==> src/rtl/ttl_prog_updown_counter_if.sv <==
// Pin bundle for the programmable up/down counter: load/enable/direction controls in,
// count, terminal-count, cascade carry and one-shot flag out.
interface ttl_prog_updown_counter_if #(
  parameter int DATA_WIDTH = 8
);
  logic                  PE_n;
  logic                  LM_n;
  logic                  U_D;
  logic                  CEP_n;
  logic                  CET_n;
  logic [1:0]            MODE;
  logic [DATA_WIDTH-1:0] P;
  logic [DATA_WIDTH-1:0] Q;
  logic                  TC_n;
  logic                  RCO_n;
  logic                  DONE;

  modport master (
    output PE_n, LM_n, U_D, CEP_n, CET_n, MODE, P,
    input  Q, TC_n, RCO_n, DONE
  );

  modport slave (
    input  PE_n, LM_n, U_D, CEP_n, CET_n, MODE, P,
    output Q, TC_n, RCO_n, DONE
  );
endinterface

==> src/rtl/ttl_prog_updown_counter.sv <==
// TTL-style synchronous up/down counter with a programmable limit register,
// wrap/saturate/one-shot terminal behaviour and CET_n/RCO_n cascading.
module ttl_prog_updown_counter #(
  parameter int DATA_WIDTH = 8
) (
  input logic                        clk,
  input logic                        rst,
  ttl_prog_updown_counter_if.slave   bus
);

  typedef enum logic [1:0] {
    S_IDLE = 2'd0,
    S_RUN  = 2'd1,
    S_DONE = 2'd2
  } state_e;

  localparam logic [1:0]            MODE_SAT     = 2'b01;
  localparam logic [1:0]            MODE_ONESHOT = 2'b10;
  localparam logic [DATA_WIDTH-1:0] ONE          = DATA_WIDTH'(1);

  state_e                state_q, state_d;
  logic [DATA_WIDTH-1:0] q_q, q_d;
  logic [DATA_WIDTH-1:0] m_q, m_d;
  logic                  done_q, done_d;
  logic                  en;
  logic                  tc;
  logic                  one_shot;
  logic                  count_ok;

  assign en       = bus.PE_n & ~bus.CEP_n & ~bus.CET_n;
  assign one_shot = (bus.MODE == MODE_ONESHOT);
  // A preloaded value above the limit counts as terminal when counting up.
  assign tc       = bus.U_D ? (q_q >= m_q) : (q_q == '0);

  assign bus.Q     = q_q;
  assign bus.TC_n  = ~tc;
  assign bus.RCO_n = ~(tc & ~bus.CET_n);
  assign bus.DONE  = done_q;

  // NOTE: registers use non-blocking assignments so every flop samples pre-edge values.
  always_ff @(posedge clk) begin
    if (rst) begin
      q_q     <= '0;
      m_q     <= '1;
      state_q <= S_IDLE;
      done_q  <= 1'b0;
    end else begin
      q_q     <= q_d;
      m_q     <= m_d;
      state_q <= state_d;
      done_q  <= done_d;
    end
  end

  // NOTE: every combinational output gets a default first so no latch is inferred.
  always_comb begin
    state_d = state_q;
    if (!one_shot) begin
      state_d = S_IDLE;
    end else begin
      case (state_q)
        S_IDLE:  if (!bus.PE_n) state_d = S_RUN;
        S_RUN:   if (en && tc) state_d = S_DONE;
        S_DONE:  if (!bus.PE_n) state_d = S_RUN;
        default: state_d = S_IDLE;
      endcase
    end
  end

  always_comb begin
    count_ok = !one_shot || (state_q == S_RUN);
    done_d   = (state_d == S_DONE);
  end

  always_comb begin
    q_d = q_q;
    m_d = m_q;
    if (!bus.LM_n) m_d = bus.P;
    if (!bus.PE_n) begin
      q_d = bus.P;
    end else if (en && count_ok) begin
      if (!tc) begin
        q_d = bus.U_D ? q_q + ONE : q_q - ONE;
      end else begin
        case (bus.MODE)
          MODE_SAT, MODE_ONESHOT: q_d = q_q;
          default:                q_d = bus.U_D ? '0 : m_q;
        endcase
      end
    end
  end

endmodule
==> src/flat_wrapper.sv <==
// flat-port wrapper written by rule: the top's interface ports become plain ports
module ttl_prog_updown_counter_flat 
#(
  parameter int DATA_WIDTH = 8
)
  (clk, rst, bus_PE_n, bus_LM_n, bus_U_D, bus_CEP_n, bus_CET_n, bus_MODE, bus_P, bus_Q, bus_TC_n, bus_RCO_n, bus_DONE);
  ttl_prog_updown_counter_if #(.DATA_WIDTH(DATA_WIDTH)) bus_i ();
  input logic clk;
  input logic rst;
  input wire logic [$bits(bus_i.PE_n)-1:0] bus_PE_n;
  input wire logic [$bits(bus_i.LM_n)-1:0] bus_LM_n;
  input wire logic [$bits(bus_i.U_D)-1:0] bus_U_D;
  input wire logic [$bits(bus_i.CEP_n)-1:0] bus_CEP_n;
  input wire logic [$bits(bus_i.CET_n)-1:0] bus_CET_n;
  input wire logic [$bits(bus_i.MODE)-1:0] bus_MODE;
  input wire logic [$bits(bus_i.P)-1:0] bus_P;
  output wire logic [$bits(bus_i.Q)-1:0] bus_Q;
  output wire logic [$bits(bus_i.TC_n)-1:0] bus_TC_n;
  output wire logic [$bits(bus_i.RCO_n)-1:0] bus_RCO_n;
  output wire logic [$bits(bus_i.DONE)-1:0] bus_DONE;
  assign bus_i.PE_n = bus_PE_n;
  assign bus_i.LM_n = bus_LM_n;
  assign bus_i.U_D = bus_U_D;
  assign bus_i.CEP_n = bus_CEP_n;
  assign bus_i.CET_n = bus_CET_n;
  assign bus_i.MODE = bus_MODE;
  assign bus_i.P = bus_P;
  assign bus_Q = bus_i.Q;
  assign bus_TC_n = bus_i.TC_n;
  assign bus_RCO_n = bus_i.RCO_n;
  assign bus_DONE = bus_i.DONE;
  ttl_prog_updown_counter #(.DATA_WIDTH(DATA_WIDTH)) u_core (.clk(clk), .rst(rst), .bus(bus_i));
endmodule
==> config.mk <==
export PLATFORM = sky130hd
export DESIGN_NAME = ttl_prog_updown_counter_flat
export DESIGN_NICKNAME = d
export VERILOG_FILES = /design/src/rtl/ttl_prog_updown_counter_if.sv /design/src/rtl/ttl_prog_updown_counter.sv /design/src/flat_wrapper.sv
export SDC_FILE = /design/constraint.sdc
export NUM_CORES = 1
export LEC_CHECK = 0
export ABC_AREA = 1
export CAP_MARGIN = 15
export CELL_PAD_IN_SITES_DETAIL_PLACEMENT = 1
export CELL_PAD_IN_SITES_GLOBAL_PLACEMENT = 2
export CORE_MARGIN = 3
export CORE_UTILIZATION = 31
export DETAILED_ROUTE_END_ITERATION = 10
export GPL_ROUTABILITY_DRIVEN = 0
export PLACE_DENSITY = 0.9
export SLEW_MARGIN = 10
export SYNTH_ARGS = -nofsm -noshare
export SYNTH_HDL_FRONTEND = slang
export SYNTH_SLANG_ARGS = --single-unit
==> constraint.sdc <==
create_clock -name clk -period 3.46 [get_ports clk]
set_input_delay 0.692 -clock clk [delete_from_list [all_inputs] [get_ports clk]]
set_output_delay 0.692 -clock clk [all_outputs]
set_load 0.02 [all_outputs]
==> results.json, run 1 <==
{
  "antenna_found_initial": 0,
  "drt-total-wl_um": 4012,
  "swShare_pct": 37.06,
  "synth.cell_area_um2": 1558,
  "drtIter0Drc": 46,
  "die_area_um2": 5911,
  "postLayoutCoreUtil_pct": 40.58,
  "intPower_w": 0.0004304,
  "final-setup-viol-count": 0,
  "io_pins": 28,
  "vias_per_cell": 4.587,
  "syn_area_per_cell_um2": 6.714,
  "htree_levels": 1,
  "path_max_fanout": 10,
  "vdd_drop_max_mv": 0.2662,
  "hold_buffers": 0,
  "first_pass_iters": 4,
  "grt_pass1_vias": 1450,
  "die_x_um": 76.89,
  "yosysSeqAreaShare_pct": 24.42,
  "post_cts_resized": 0,
  "cp.required_ns": 2.77,
  "worstSkewPairLatency_ns": 0.26,
  "hold_viol": 0,
  "finalSetupTns_ns": 0,
  "core_um2": 4786,
  "antenna_cells": 0,
  "tightestPinTransition_ns": 0.7053,
  "critPathLaunchType": "flop",
  "period_minus_slack_ns": 3.169,
  "port-buffer-count": 27,
  "n_fill_cell": 629,
  "grt_max_degree": 20,
  "synth_cells": 232,
  "slew_headroom_pct": 52.84,
  "p_leak_nw": 0.9679,
  "rsz0062_at_grt": "false",
  "clock_power_share_pct": 23.0,
  "postCtsSetupBuffers": 0,
  "grt_pass1_wl_um": 6948,
  "drive_gt1_share_pct": 13.08,
  "cts_made_buffers": 3,
  "row_count": 25,
  "dieHeight_um": 76.89,
  "comb_power_share_pct": 39.3,
  "max_cap_viol_count": 0,
  "grtUsageTotal_pct": 14.43,
  "clock_sinks": 19,
  "path_clk_slew_ns": 0.07,
  "drcViolationCount": 0,
  "start_util_pct": 32.55,
  "slew_viol_final": 0,
  "dp_hpwl_um": 3266,
  "hp-class": "flop to flop",
  "path_class": "flop to primary output",
  "status": "complete, no violations",
  "gr-total-overflow": 0,
  "cts_root_buf": "clkbuf_8",
  "finalClockSkew_ns": 0.003904,
  "synth.distinct_cells": 31,
  "fin_crit_sh_pct": 91.58,
  "seq_power_share_pct": 37.8,
  "crit_path_end_kind": "primary output",
  "holdWs_ns": 0.5260,
  "cts_buffer_depth": 2,
  "ys_warn_count": 0,
  "antenna_left": 0,
  "power_switching_w": 0.0002534,
  "p_per_area_nw_per_um2": 352.1,
  "area_growth_pct": 24.66,
  "synthesis.nets": 265,
  "vias": 1500,
  "routedWlPerCell_um": 12.27,
  "synth.ff_latch_count": 19,
  "timing.fmax_ghz": 0.3156,
  "crit_arrival_ns": 2.48,
  "fin_nets": 294,
  "cts_tree": "done"
}
cell usage in the layout (no fill, tap or decap):
master           netlist  layout
o21ai_0               10      10
clkdlybuf4s50_1        0      27
dfxtp_1               19      19
nand4_1                2       2
o21ai_4                1       1
o21ai_1                4       4
xor2_1                 2       2
nor2_1                25      25
inv_1                 28      28
nor3_1                 1       1
clkbuf_8               1       3
nand2_4                2       2
nor2_4                 2       2
xnor2_1                2       2
inv_4                  1       1
ha_1                  15      15
a21oi_1               20      20
nand2_2                6       6
buf_4                  0       2
clkbuf_1               3       1
nand3_2                3       3
fa_1                   1       1
a21boi_2               1       1
a21o_1                 1       1
nand3_1               21      21
a31oi_1                1       1
or2_1                  1       1
inv_2                  4       4
nand2_1               45      45
a21oi_2                1       1
nor2_2                 7       7
nor3_2                 1       1
sequential cells by signal, summed over array words and instances, names as in the netlist:
register,flops
u_core.bus.DONE,1
u_core.bus.Q,8
u_core.m_q,8
u_core.state_q,2
per-stage QoR:
stage          std cells  power (W)  setup slack (ns)  cell area, um^2
4_1_cts              327  0.0006965            0.2459             1942
2_1_floorplan        232  0.0004444             1.047             1558
6_report             327  0.0006838            0.2915             1942
3_5_place_dp         323  0.0005336            0.2856             1897
3_3_place_gp         323  0.0005304            0.2966             1897
5_1_grt              327  0.0007475           0.09672             1942
area by class of cell:
class                           instances  area (um^2)  share of cell area, %
Clock buffer                            4        45.04                  2.320
Sequential cell                        19        380.4                  19.59
Timing Repair Buffer                   29        285.3                  14.69
Tap cell                               67        83.83                  4.317
Multi-Input combinational cell        175         1021                  52.58
Inverter                               33        126.4                  6.508
cell usage after synthesis (all sizes together):
library cell  instances  area [um^2]
fa                    1        20.02
buf                   1        5.000
nand4                 2        12.51
clkbuf                4        25.02
xor2                  2        17.52
xnor2                 2        17.52
a31oi                 1        6.260
ha                   15        187.7
nor3                  2        15.01
dfxtp                19        380.4
inv                  33        126.4
a21oi                21        108.9
o21ai                15        86.34
nor2                 34        160.2
or2                   1        6.260
nand3                24        135.1
nand2                53        229.0
a21boi                1        11.26
a21o                  1        7.510
logic make-up (layout without fill, tap and decap cells):
group,count (synthesis),after routing,synth area share (%)
fa+ha+maj,16,16,13.33
flops,19,19,24.42
buf+inv,38,66,10.04
xor+xnor,4,4,2.249
simple gates,116,116,35.82
compound gates,39,39,14.14
worst max-delay path: stages (launching register included):
cell             delay (ns)
dfxtp_1                0.45
inv_1                  0.11
ha_1                   0.30
inv_1                  0.05
nand2_1                0.04
nand2_1                0.05
nand2_1                0.05
nand2_1                0.05
nand2_1                0.06
nand2_1                0.12
nand2_2                0.10
nand2_4                0.13
or2_1                  0.12
clkdlybuf4s50_1        0.59
worst paths after layout:
path	from	endpoint	slack [ns]	cells after the start
max reg2reg	u_core.bus.Q[0]	u_core.bus.Q[7]	1.43	16
min	u_core.m_q[4]	u_core.m_q[4]	0.53	2
max	u_core.bus.Q[0]	bus_RCO_n	0.29	13
min reg2reg	u_core.m_q[4]	u_core.m_q[4]	0.53	2
power groups by stage:
| stage | logic [W] | registers, W | clock network (W) |
|---|---|---|---|
| after floorplan | 0.000177 | 0.000267 | 0 |
| after global placement | 0.000267 | 0.000263 | 0 |
| after detailed placement | 0.000270 | 0.000263 | 0 |
| after CTS | 0.000273 | 0.000258 | 0.000165 |
| after global routing | 0.000307 | 0.000262 | 0.000179 |
| final | 0.000268 | 0.000258 | 0.000157 |
layer usage:
metal / vias up / track usage (%) / part of all wire (%)
met5: - / 0 / 0
met4: 0 / 3.804 / 1.2
met3: 5 / 1.761 / 2.1
met2: 17 / 23.26 / 44
met1: 672 / 20.21 / 52
li1: 806 / - / -
(Power assumes the default switching activity.)
==> run 2: changes to the inputs <==
Settings changed: CORE_MARGIN 3 to 4, SETUP_SLACK_MARGIN from default to 0.5.
==> run 2 against run 1 <==
Against the previous run:
- utilization is essentially flat
- setup slack gained 0.40 ns
- critical endpoint is now bus_TC_n
- clock skew shrank 0.0019 ns
- sequential power is essentially flat
- total power shrank 1.2%
- non-clock buffer count is the same
- worst hold slack gained 0.0064 ns
- final area is essentially flat
- highest routed layer unchanged
==> results.json, run 2 (same netlist as run 1, synthesis figures left out) <==
{
  "first_pass_iters": 4,
  "max_cap_viol_count": 0,
  "htree_levels": 1,
  "timing.fmax_ghz": 0.3607,
  "tightestPinTransition_ns": 0.6785,
  "hp-class": "flop to flop",
  "slew_headroom_pct": 54.62,
  "critPathLaunchType": "input port",
  "antenna_cells": 0,
  "fin_crit_sh_pct": 80.12,
  "final-setup-viol-count": 0,
  "r2r-end": "u_core.bus.Q[7]",
  "clock_sinks": 19,
  "core_um2": 4786,
  "met2_length_um": 1789,
  "grt_pass1_vias": 1527,
  "grt_max_degree": 20,
  "p_per_area_nw_per_um2": 348.1,
  "seq_area_um2": 384.1,
  "routedWlPerCell_um": 12.00,
  "gr-total-overflow": 0,
  "final_common_cell": "nand2_1",
  "final_cells": 327,
  "path_class": "input port to primary output",
  "hold_end": "u_core.m_q[4]",
  "final_cell_mix": "nand2_1 (45), inv_1 (28), nor2_1 (25), clkdlybuf4s50_1 (25), nand3_1 (21)",
  "place_inst": 322,
  "holdWs_ns": 0.5324,
  "die_area_um2": 6223,
  "drt-met1-wl_um": 2037,
  "antenna_found_initial": 0,
  "crit_path_end_kind": "primary output",
  "dp_hpwl_um": 3286,
  "period_minus_slack_ns": 2.772,
  "crit_arrival_ns": 2.08,
  "grtUsageTotal_pct": 13.77,
  "cp.required_ns": 2.77,
  "rsz0062_at_grt": "false",
  "port-buffer-count": 27,
  "min_path_cells": 2,
  "dieHeight_um": 78.89,
  "vias_per_cell": 4.670,
  "cts_buffer_depth": 2,
  "cts_made_buffers": 3,
  "multi_input_area_um2": 1021,
  "vdd_drop_max_mv": 0.3242,
  "antenna_left": 0,
  "start_util_pct": 32.55,
  "area_growth_pct": 24.58,
  "vias": 1527,
  "drtIter0Drc": 46,
  "finalClockSkew_ns": 0.001979,
  "finalSetupTns_ns": 0,
  "dr_wl_met3_um": 57,
  "min_from": "u_core.m_q[4]",
  "path_clk_slew_ns": 0.07,
  "row_count": 25,
  "io_pins": 28,
  "timing.rr.start": "u_core.bus.Q[0]",
  "n_fill_cell": 635,
  "die_x_um": 78.89,
  "worstSkewPairLatency_ns": 0.25,
  "fin_nets": 294,
  "slew_viol_final": 0,
  "cts_root_buf": "clkbuf_8",
  "rr_worst_depth": 17,
  "drt-total-wl_um": 3925,
  "rrSetupSlack_ns": 1.46,
  "grt_pass1_wl_um": 6996,
  "routed.top_layer": "met4",
  "p_leak_nw": 0.9708,
  "drcViolationCount": 0,
  "path_max_fanout": 10,
  "cts_tree": "done",
  "drive_gt1_share_pct": 14.23,
  "status": "complete, no violations",
  "hold_viol": 0
}
run 2: cell types whose count changed in the layout (fill, tap and decap cells not counted), sizes merged:
cell and change:
clkdlybuf4s50 -2, clkinv +1, dlygate4sd2 +1
run 2: worst max-delay path by stage:
stage | start | end | slack, ns
after floorplan | u_core.bus.Q[0] | bus_RCO_n | 1.05
after global placement | bus_U_D | bus_RCO_n | 0.31
after detailed placement | bus_U_D | bus_RCO_n | 0.29
after CTS | bus_U_D | bus_RCO_n | 0.54
after global routing | bus_U_D | bus_TC_n | 0.57
final | bus_U_D | bus_TC_n | 0.69
run 2: per-layer routing:
| metal | GRT usage (%) | vias up |
|---|---|---|
| li1 | - | 807 |
| met1 | 18.80 | 705 |
| met2 | 23.17 | 13 |
| met3 | 0.6803 | 2 |
| met4 | 4.639 | 0 |
| met5 | 0 | - |
run 2: timing repair:
item,CTS,global route
hold buffers,0,0
resized for setup,3,3
setup buffers,0,1
setup endpoints to repair,2,1
pin swaps,0,1
run 2: critical path, cell delays in order:
cell,delay (ns)
clkdlybuf4s50_1,0.50
inv_2,0.05
nor2_2,0.06
nand2_1,0.08
nor2_4,0.13
nand2_2,0.09
nand2_4,0.12
dlygate4sd2_1,0.35
run 2: report_power, final:
group / switching, W / leakage (nW) / internal [W]
combinational: 0.000155 / 0.787 / 0.000112
clock: 0.0000702 / 0.0255 / 0.0000799
sequential: 0.0000232 / 0.158 / 0.000235
run 2: through the flow:
stage                     power [W]  setup slack, ns  utilization (%)  cell area [um^2]
after floorplan           0.0004444            1.047                -              1558
after global placement    0.0005284           0.3074            39.48              1889
after detailed placement  0.0005326           0.2937            39.48              1889
after CTS                 0.0006867           0.5409            40.42              1934
after global routing      0.0007344           0.5717            40.55              1941
final                     0.0006755           0.6879            40.55              1941
run 2: final cells by class:
type | count | area share (%)
clock buffer | 3 | 2.128
clock inverter | 1 | 0.2579
inverter | 33 | 6.512
multi-input combinational | 175 | 52.61
sequential | 19 | 19.79
tap | 67 | 4.320
timing repair buffer | 29 | 14.38
